## config.mk

```make
export PLATFORM = sky130hd
export DESIGN_NAME = id_hazard_scoreboard_flat
export DESIGN_NICKNAME = d
export VERILOG_FILES = /design/src/rtl/id_hazard_scoreboard_pkg.sv /design/src/rtl/id_hazard_scoreboard_if.sv /design/src/rtl/id_hazard_scoreboard_fwd_port.sv /design/src/rtl/id_hazard_scoreboard.sv /design/src/flat_wrapper.sv
export SDC_FILE = /design/constraint.sdc
export NUM_CORES = 1
export LEC_CHECK = 0
export BUFFER_PORTS_ARGS = -buffer_cell sky130_fd_sc_hd__buf_2
export CORE_AREA = 3 3 95 97
export CTS_CLUSTER_DIAMETER = 60
export DETAILED_ROUTE_END_ITERATION = 16
export DIE_AREA = 0 0 98 100
export PLACE_DENSITY = 0.58
export SLEW_MARGIN = 25
export SYNTH_ARGS = -nofsm -noshare
export SYNTH_HDL_FRONTEND = slang
export SYNTH_SLANG_ARGS = --single-unit
```

## constraint.sdc

```tcl
create_clock -name clk -period 3.9 [get_ports clk]
set_clock_uncertainty 0.15 [all_clocks]
set_input_delay 0 -clock clk [delete_from_list [all_inputs] [get_ports clk]]
set_output_delay 0 -clock clk [all_outputs]
set_load 0.01 [all_outputs]
```

## src/rtl/id_hazard_scoreboard_pkg.sv

```systemverilog
// Shared constants and the scoreboard entry layout for the decode-stage hazard unit.
// Consumed by id_hazard_scoreboard and id_fwd_port.
package id_pkg;

  localparam int ID_AW    = 5;
  localparam int ID_DW    = 32;
  localparam int ID_DEPTH = 3;

  localparam int SLOT_EX  = 0;
  localparam int SLOT_MEM = 1;
  localparam int SLOT_WB  = 2;

  // Entry layout for the default configuration; the top rebuilds it per-field for other widths.
  typedef struct packed {
    logic             valid;
    logic [ID_AW-1:0] waddr;
    logic [1:0]       ready_slot;
  } id_entry_t;

endpackage

```

## src/rtl/id_hazard_scoreboard_if.sv

```systemverilog
// Decode-stage operand bus between the ID stage (master) and the hazard scoreboard (slave).
interface id_hazard_scoreboard_if #(
  parameter int AW    = 5,
  parameter int DW    = 32,
  parameter int DEPTH = 3
);
  logic                hold;
  logic                flush;
  logic                issue_valid;
  logic                issue_we;
  logic [AW-1:0]       issue_waddr;
  logic                issue_load;
  logic                rs_used;
  logic [AW-1:0]       rs_addr;
  logic                rt_used;
  logic [AW-1:0]       rt_addr;
  logic [DW-1:0]       rf_rdata1;
  logic [DW-1:0]       rf_rdata2;
  logic [DEPTH*DW-1:0] slot_wdata;
  logic [DW-1:0]       rs_data;
  logic [DW-1:0]       rt_data;
  logic                stallreq;

  // Handshake: the ID instruction is accepted into slot0 on a rising edge exactly when
  // issue_valid & !stallreq & !flush & !hold; stallreq is the (inverted) ready, same cycle.
  modport master (
    output hold, flush, issue_valid, issue_we, issue_waddr, issue_load,
    output rs_used, rs_addr, rt_used, rt_addr, rf_rdata1, rf_rdata2, slot_wdata,
    input  rs_data, rt_data, stallreq
  );

  modport slave (
    input  hold, flush, issue_valid, issue_we, issue_waddr, issue_load,
    input  rs_used, rs_addr, rt_used, rt_addr, rf_rdata1, rf_rdata2, slot_wdata,
    output rs_data, rt_data, stallreq
  );
endinterface

```

## src/rtl/id_hazard_scoreboard_fwd_port.sv

```systemverilog
// One operand read port: youngest-match scan, forward mux and hazard bit.
// ID_FWD_EN selects forwarding; without it any match short of WB is a hazard.
module id_fwd_port
  import id_pkg::*;
#(
  parameter int AW    = ID_AW,
  parameter int DW    = ID_DW,
  parameter int DEPTH = ID_DEPTH,
  parameter int SW    = 2
) (
  input  logic [DEPTH-1:0]         valid_i,
  input  logic [DEPTH-1:0][AW-1:0] waddr_i,
  input  logic [DEPTH-1:0][SW-1:0] rdy_i,
  input  logic                     used_i,
  input  logic [AW-1:0]            addr_i,
  input  logic [DW-1:0]            rf_rdata_i,
  input  logic [DEPTH*DW-1:0]      slot_wdata_i,
  output logic [DW-1:0]            data_o,
  output logic                     hazard_o
);

`ifndef ID_FWD_EN
  logic unused_fwd_inputs;
  assign unused_fwd_inputs = ^{rdy_i, slot_wdata_i};
`endif

  always_comb begin
    logic found;
    found    = 1'b0;
    hazard_o = 1'b0;
    data_o   = rf_rdata_i;
    // Scan from the youngest slot; the first hit shadows every older producer.
    for (int i = 0; i < DEPTH; i++) begin
      if (!found && used_i && (addr_i != '0) && valid_i[i] && (waddr_i[i] == addr_i)) begin
        found = 1'b1;
`ifdef ID_FWD_EN
        if (SW'(i) < rdy_i[i]) hazard_o = 1'b1;
        else                   data_o   = slot_wdata_i[i*DW +: DW];
`else
        if (i < DEPTH - 1) hazard_o = 1'b1;
`endif
      end
    end
  end

endmodule

```

## src/rtl/id_hazard_scoreboard.sv

```systemverilog
// Decode-stage hazard scoreboard: DEPTH-slot shift register of pending writes, two read ports.
// Optional forwarding is enabled with the ID_FWD_EN macro.
module id_hazard_scoreboard
  import id_pkg::*;
#(
  parameter int AW        = ID_AW,
  parameter int DW        = ID_DW,
  parameter int DEPTH     = ID_DEPTH,
  parameter int LOAD_SLOT = SLOT_MEM
) (
  input logic                   clk,
  input logic                   rst,
  id_hazard_scoreboard_if.slave bus
);

  localparam int SW = (DEPTH > 1) ? $clog2(DEPTH) : 1;

  logic [DEPTH-1:0]         valid_q, valid_d;
  logic [DEPTH-1:0][AW-1:0] waddr_q, waddr_d;
  logic [DEPTH-1:0][SW-1:0] rdy_q,   rdy_d;
  logic                     haz_rs, haz_rt, stall, issue_ok;

  assign stall        = haz_rs | haz_rt;
  assign bus.stallreq = stall;
  assign issue_ok     = bus.issue_valid & bus.issue_we & (bus.issue_waddr != '0)
                      & ~stall & ~bus.flush;

  always_comb begin
    valid_d = valid_q;
    waddr_d = waddr_q;
    rdy_d   = rdy_q;
    if (!bus.hold) begin
      for (int i = DEPTH - 1; i > 0; i--) begin
        valid_d[i] = valid_q[i-1];
        waddr_d[i] = waddr_q[i-1];
        rdy_d[i]   = rdy_q[i-1];
      end
      valid_d[0] = issue_ok;
      waddr_d[0] = bus.issue_waddr;
      rdy_d[0]   = bus.issue_load ? SW'(LOAD_SLOT) : '0;
    end
  end

  always_ff @(posedge clk) begin
    if (!rst) begin
      valid_q <= '0;
      waddr_q <= '0;
      rdy_q   <= '0;
    end else begin
      valid_q <= valid_d;
      waddr_q <= waddr_d;
      rdy_q   <= rdy_d;
    end
  end

  id_fwd_port #(.AW(AW), .DW(DW), .DEPTH(DEPTH), .SW(SW)) u_rs (
    .valid_i      (valid_q),
    .waddr_i      (waddr_q),
    .rdy_i        (rdy_q),
    .used_i       (bus.rs_used),
    .addr_i       (bus.rs_addr),
    .rf_rdata_i   (bus.rf_rdata1),
    .slot_wdata_i (bus.slot_wdata),
    .data_o       (bus.rs_data),
    .hazard_o     (haz_rs)
  );

  id_fwd_port #(.AW(AW), .DW(DW), .DEPTH(DEPTH), .SW(SW)) u_rt (
    .valid_i      (valid_q),
    .waddr_i      (waddr_q),
    .rdy_i        (rdy_q),
    .used_i       (bus.rt_used),
    .addr_i       (bus.rt_addr),
    .rf_rdata_i   (bus.rf_rdata2),
    .slot_wdata_i (bus.slot_wdata),
    .data_o       (bus.rt_data),
    .hazard_o     (haz_rt)
  );

endmodule
```

## src/flat_wrapper.sv

```systemverilog
// flat-port wrapper written by rule: the top's interface ports become plain ports
module id_hazard_scoreboard_flat import id_pkg::*;
#(
  parameter int AW        = ID_AW,
  parameter int DW        = ID_DW,
  parameter int DEPTH     = ID_DEPTH,
  parameter int LOAD_SLOT = SLOT_MEM
)
  (clk, rst, bus_hold, bus_flush, bus_issue_valid, bus_issue_we, bus_issue_waddr, bus_issue_load, bus_rs_used, bus_rs_addr, bus_rt_used, bus_rt_addr, bus_rf_rdata1, bus_rf_rdata2, bus_slot_wdata, bus_rs_data, bus_rt_data, bus_stallreq);
  id_hazard_scoreboard_if #(.AW(AW), .DW(DW), .DEPTH(DEPTH)) bus_i ();
  input logic clk;
  input logic rst;
  input wire logic [$bits(bus_i.hold)-1:0] bus_hold;
  input wire logic [$bits(bus_i.flush)-1:0] bus_flush;
  input wire logic [$bits(bus_i.issue_valid)-1:0] bus_issue_valid;
  input wire logic [$bits(bus_i.issue_we)-1:0] bus_issue_we;
  input wire logic [$bits(bus_i.issue_waddr)-1:0] bus_issue_waddr;
  input wire logic [$bits(bus_i.issue_load)-1:0] bus_issue_load;
  input wire logic [$bits(bus_i.rs_used)-1:0] bus_rs_used;
  input wire logic [$bits(bus_i.rs_addr)-1:0] bus_rs_addr;
  input wire logic [$bits(bus_i.rt_used)-1:0] bus_rt_used;
  input wire logic [$bits(bus_i.rt_addr)-1:0] bus_rt_addr;
  input wire logic [$bits(bus_i.rf_rdata1)-1:0] bus_rf_rdata1;
  input wire logic [$bits(bus_i.rf_rdata2)-1:0] bus_rf_rdata2;
  input wire logic [$bits(bus_i.slot_wdata)-1:0] bus_slot_wdata;
  output wire logic [$bits(bus_i.rs_data)-1:0] bus_rs_data;
  output wire logic [$bits(bus_i.rt_data)-1:0] bus_rt_data;
  output wire logic [$bits(bus_i.stallreq)-1:0] bus_stallreq;
  assign bus_i.hold = bus_hold;
  assign bus_i.flush = bus_flush;
  assign bus_i.issue_valid = bus_issue_valid;
  assign bus_i.issue_we = bus_issue_we;
  assign bus_i.issue_waddr = bus_issue_waddr;
  assign bus_i.issue_load = bus_issue_load;
  assign bus_i.rs_used = bus_rs_used;
  assign bus_i.rs_addr = bus_rs_addr;
  assign bus_i.rt_used = bus_rt_used;
  assign bus_i.rt_addr = bus_rt_addr;
  assign bus_i.rf_rdata1 = bus_rf_rdata1;
  assign bus_i.rf_rdata2 = bus_rf_rdata2;
  assign bus_i.slot_wdata = bus_slot_wdata;
  assign bus_rs_data = bus_i.rs_data;
  assign bus_rt_data = bus_i.rt_data;
  assign bus_stallreq = bus_i.stallreq;
  id_hazard_scoreboard #(.AW(AW), .DW(DW), .DEPTH(DEPTH), .LOAD_SLOT(LOAD_SLOT)) u_core (.clk(clk), .rst(rst), .bus(bus_i));
endmodule
```

==> impl_metrics.py <==
metrics = {
    "run_status": {
        "status": "finished, final reports clean",
    },
    "sta": {
        "tns_ns": 0,
        "fin_crit_sh": 0.5745,
        "fmax_mhz": 446.4,
        "drv_slew": 0,
        "period_minus_slack_ns": 2.240,
        "slew_headroom": 0.7433,
        "hold_viol_final": 0,
        "tightest_slew_ns": 0.3850,
        "rsz0062_at_grt": "false",
        "finalSetupViolations": 0,
    },
    "detailed_routing": {
        "num_vias": 994,
        "drt_iter0_drc": 20,
        "totalWireLength_um": 3108,
        "ant_nets": 0,
        "vias_per_cell": 3.537,
        "drc": 0,
        "drt_pass1_iterations": 3,
        "wl_per_cell_um": 11.06,
    },
    "pwr": {
        "leakage_nw": 0.7619,
        "max-vdd-ir-drop_uv": 208.3,
        "power_mw": 0.3803,
        "power_density_nw_per_um2": 210.4,
    },
    "min_path": {
        "hold_end": "u_core.waddr_q[6]",
        "hold_class": "input port to flip-flop",
        "worstHoldStart": "bus_hold",
        "hold_depth": 3,
    },
    "yosys": {
        "async_flop_share": 0,
        "netlist_instances": 139,
        "syn_area_sq_um": 1232,
        "syn_area_per_cell_sq_um": 8.866,
        "synth-edff-count": 0,
        "synthFlopType": "dfxtp_1",
        "synth_area_leaders": "buf_4 39%, dfxtp_1 19%, xor2_1 11%",
        "yosysMostFrequentCell": "buf_4",
        "synth_top_area_cell": "buf_4",
        "ys_ff_latch": 12,
        "synth_top_area_frac": 0.3898,
        "synth.net_count": 323,
        "ys_types": 19,
        "synthTopCellsByCount": "64 x buf_4, 16 x xor2_1, 12 x dfxtp_1, 11 x mux2i_1, 11 x nor2b_1",
        "ys_warn_count": 0,
        "synth_seq_area_share": 0.1949,
    },
    "worst_setup_path": {
        "ff2ff_setup_slack_ns": 1.78,
        "crit_required_ns": 3.94,
        "cp-end-kind": "flip-flop",
        "worstSetupPathType": "input port to flip-flop",
        "path_max_fanout": 13,
        "rr_worst_depth": 6,
        "cp.arrival_ns": 2.28,
        "r2r-start": "u_core.waddr_q[3]",
        "cp-start-kind": "input port",
        "r2r_end": "u_core.valid_q[0]",
    },
    "global_routing": {
        "grt_pass1_wl_um": 4188,
        "grt_usage": 0.05203,
        "antenna_found_initial": 0,
        "grt_util_met1": 0.05170,
        "overflow": 0,
        "met2_usage": 0.1047,
        "met3_usage": 0.01112,
        "globalRoute.busiestLayer": "met2",
        "grt_pass1_vias": 949,
        "grt_max_degree": 14,
    },
    "cts": {
        "clock_latency_ns": 0.24,
        "clockBufferDepth": 2,
        "cts.sinks": 12,
        "clkTransAtPathRegs_ns": 0.05,
        "cts_max_level": 1,
        "cts_tree": "done",
        "root_buffer": "clkbuf_8",
        "cts-resized-gates": 0,
        "cts_made_buffers": 3,
    },
    "floorplanning": {
        "fp.dieH_um": 100,
        "ioPinCount": 249,
        "die_w_um": 98,
        "rows": 33,
        "start_util": 0.1500,
        "die_area_sq_um": 9800,
        "core_area_sq_um": 8217,
    },
    "flow_run": {
        "cap_violations": 0,
    },
    "cells_and_area": {
        "diodes": 0,
        "drive_above_1_share": 0.1761,
        "utilization": 0.2200,
        "nets": 362,
        "syn2layout_area_growth_pct": 46.70,
        "layoutNonFillerInstCount": 281,
    },
    "place": {
        "io_buffers": 23,
        "post-place-cells": 200,
        "gp_congestion": 0.7178,
    },
}
==> worst max-delay path, cell delays in order <==
cell and delay (ns):
dlygate4sd3_1 0.53, buf_2 0.23, nand4b_1 0.10, dlygate4sd3_1 0.57
o41ai_2 0.26, dlygate4sd3_1 0.58
==> worst max-delay path by stage <==
stage	cells past startpoint	from	slack, ns	to
finish	6	rst	1.66	u_core.valid_q[0]
global route	6	rst	1.55	u_core.valid_q[0]
CTS	6	rst	1.70	u_core.valid_q[0]
detailed placement	5	u_core.waddr_q[0]	2.33	u_core.valid_q[0]
global placement	5	u_core.waddr_q[0]	2.32	u_core.valid_q[0]
floorplan	5	u_core.waddr_q[1]	2.42	u_core.valid_q[0]
==> power breakdown <==
part           switching [mW]  internal (mW)
Clock                  0.0437         0.0679
Sequential            0.00721          0.128
Combinational          0.0543         0.0791
==> sequential cells by signal, indices dropped and copies added, names as in the netlist <==
| name | flops |
|---|---|
| u_core.waddr_q | 10 |
| u_core.valid_q | 2 |
==> routing by layer <==
layer  part of all wire  vias to the layer above
met5                  0                        -
met4              0.010                        0
met3               0.10                        4
met2               0.55                       89
met1               0.34                      434
li1                   -                      467
==> what timing repair did <==
action	CTS	global route
endpoints found under the setup margin	0	0
endpoints found under the hold margin	76	0
hold buffers	78	0
setup buffers	0	0
==> cell usage in the layout, fill, tap and decap left out, drive strengths merged <==
cell / netlist / routed
mux2i: 11 / 11
o22ai: 1 / 1
and2: 2 / 2
xnor2: 4 / 4
nand3: 1 / 1
a32oi: 2 / 2
nor4: 4 / 4
xor2: 16 / 16
nor2: 1 / 1
or4: 3 / 3
o41ai: 1 / 1
buf: 65 / 23
nor2b: 11 / 11
o21ai: 2 / 2
dlygate4sd3: 0 / 78
dfxtp: 12 / 12
nand4b: 1 / 1
clkbuf: 2 / 3
==> cell families after synthesis <==
logic type             count (synthesis)  share of synthesized area
buffers and inverters                 67                     0.4000
AND/OR/NAND/NOR                       23                     0.1218
XOR/XNOR                              20                     0.1421
flip-flops                            12                     0.1949
multiplexers                          11                    0.08934
AO/OA/AOI/OAI                          6                    0.05178
==> cell type report <==
class / instances / area, sq um
flip-flops and latches: 12 / 240.2
repair buffers: 101 / 895.9
fillers: 880 / 6409
well taps: 105 / 131.4
clock buffers: 3 / 41.29
multi-input cells: 60 / 499.2
==> metrics by stage <==
| stage | worst slack [ns] | hold WS, ns | instance area, sq um |
|---|---|---|---|
| 2_1_floorplan | 2.421 | -0.05823 | 1232 |
| 3_3_place_gp | 2.323 | -0.1499 | 985.9 |
| 3_5_place_dp | 2.332 | -0.1499 | 985.9 |
| 4_1_cts | 1.695 | 0.1217 | 1808 |
| 5_1_grt | 1.547 | 0.1452 | 1808 |
| 6_report | 1.660 | 0.1265 | 1808 |
(Power assumes the default switching activity.)
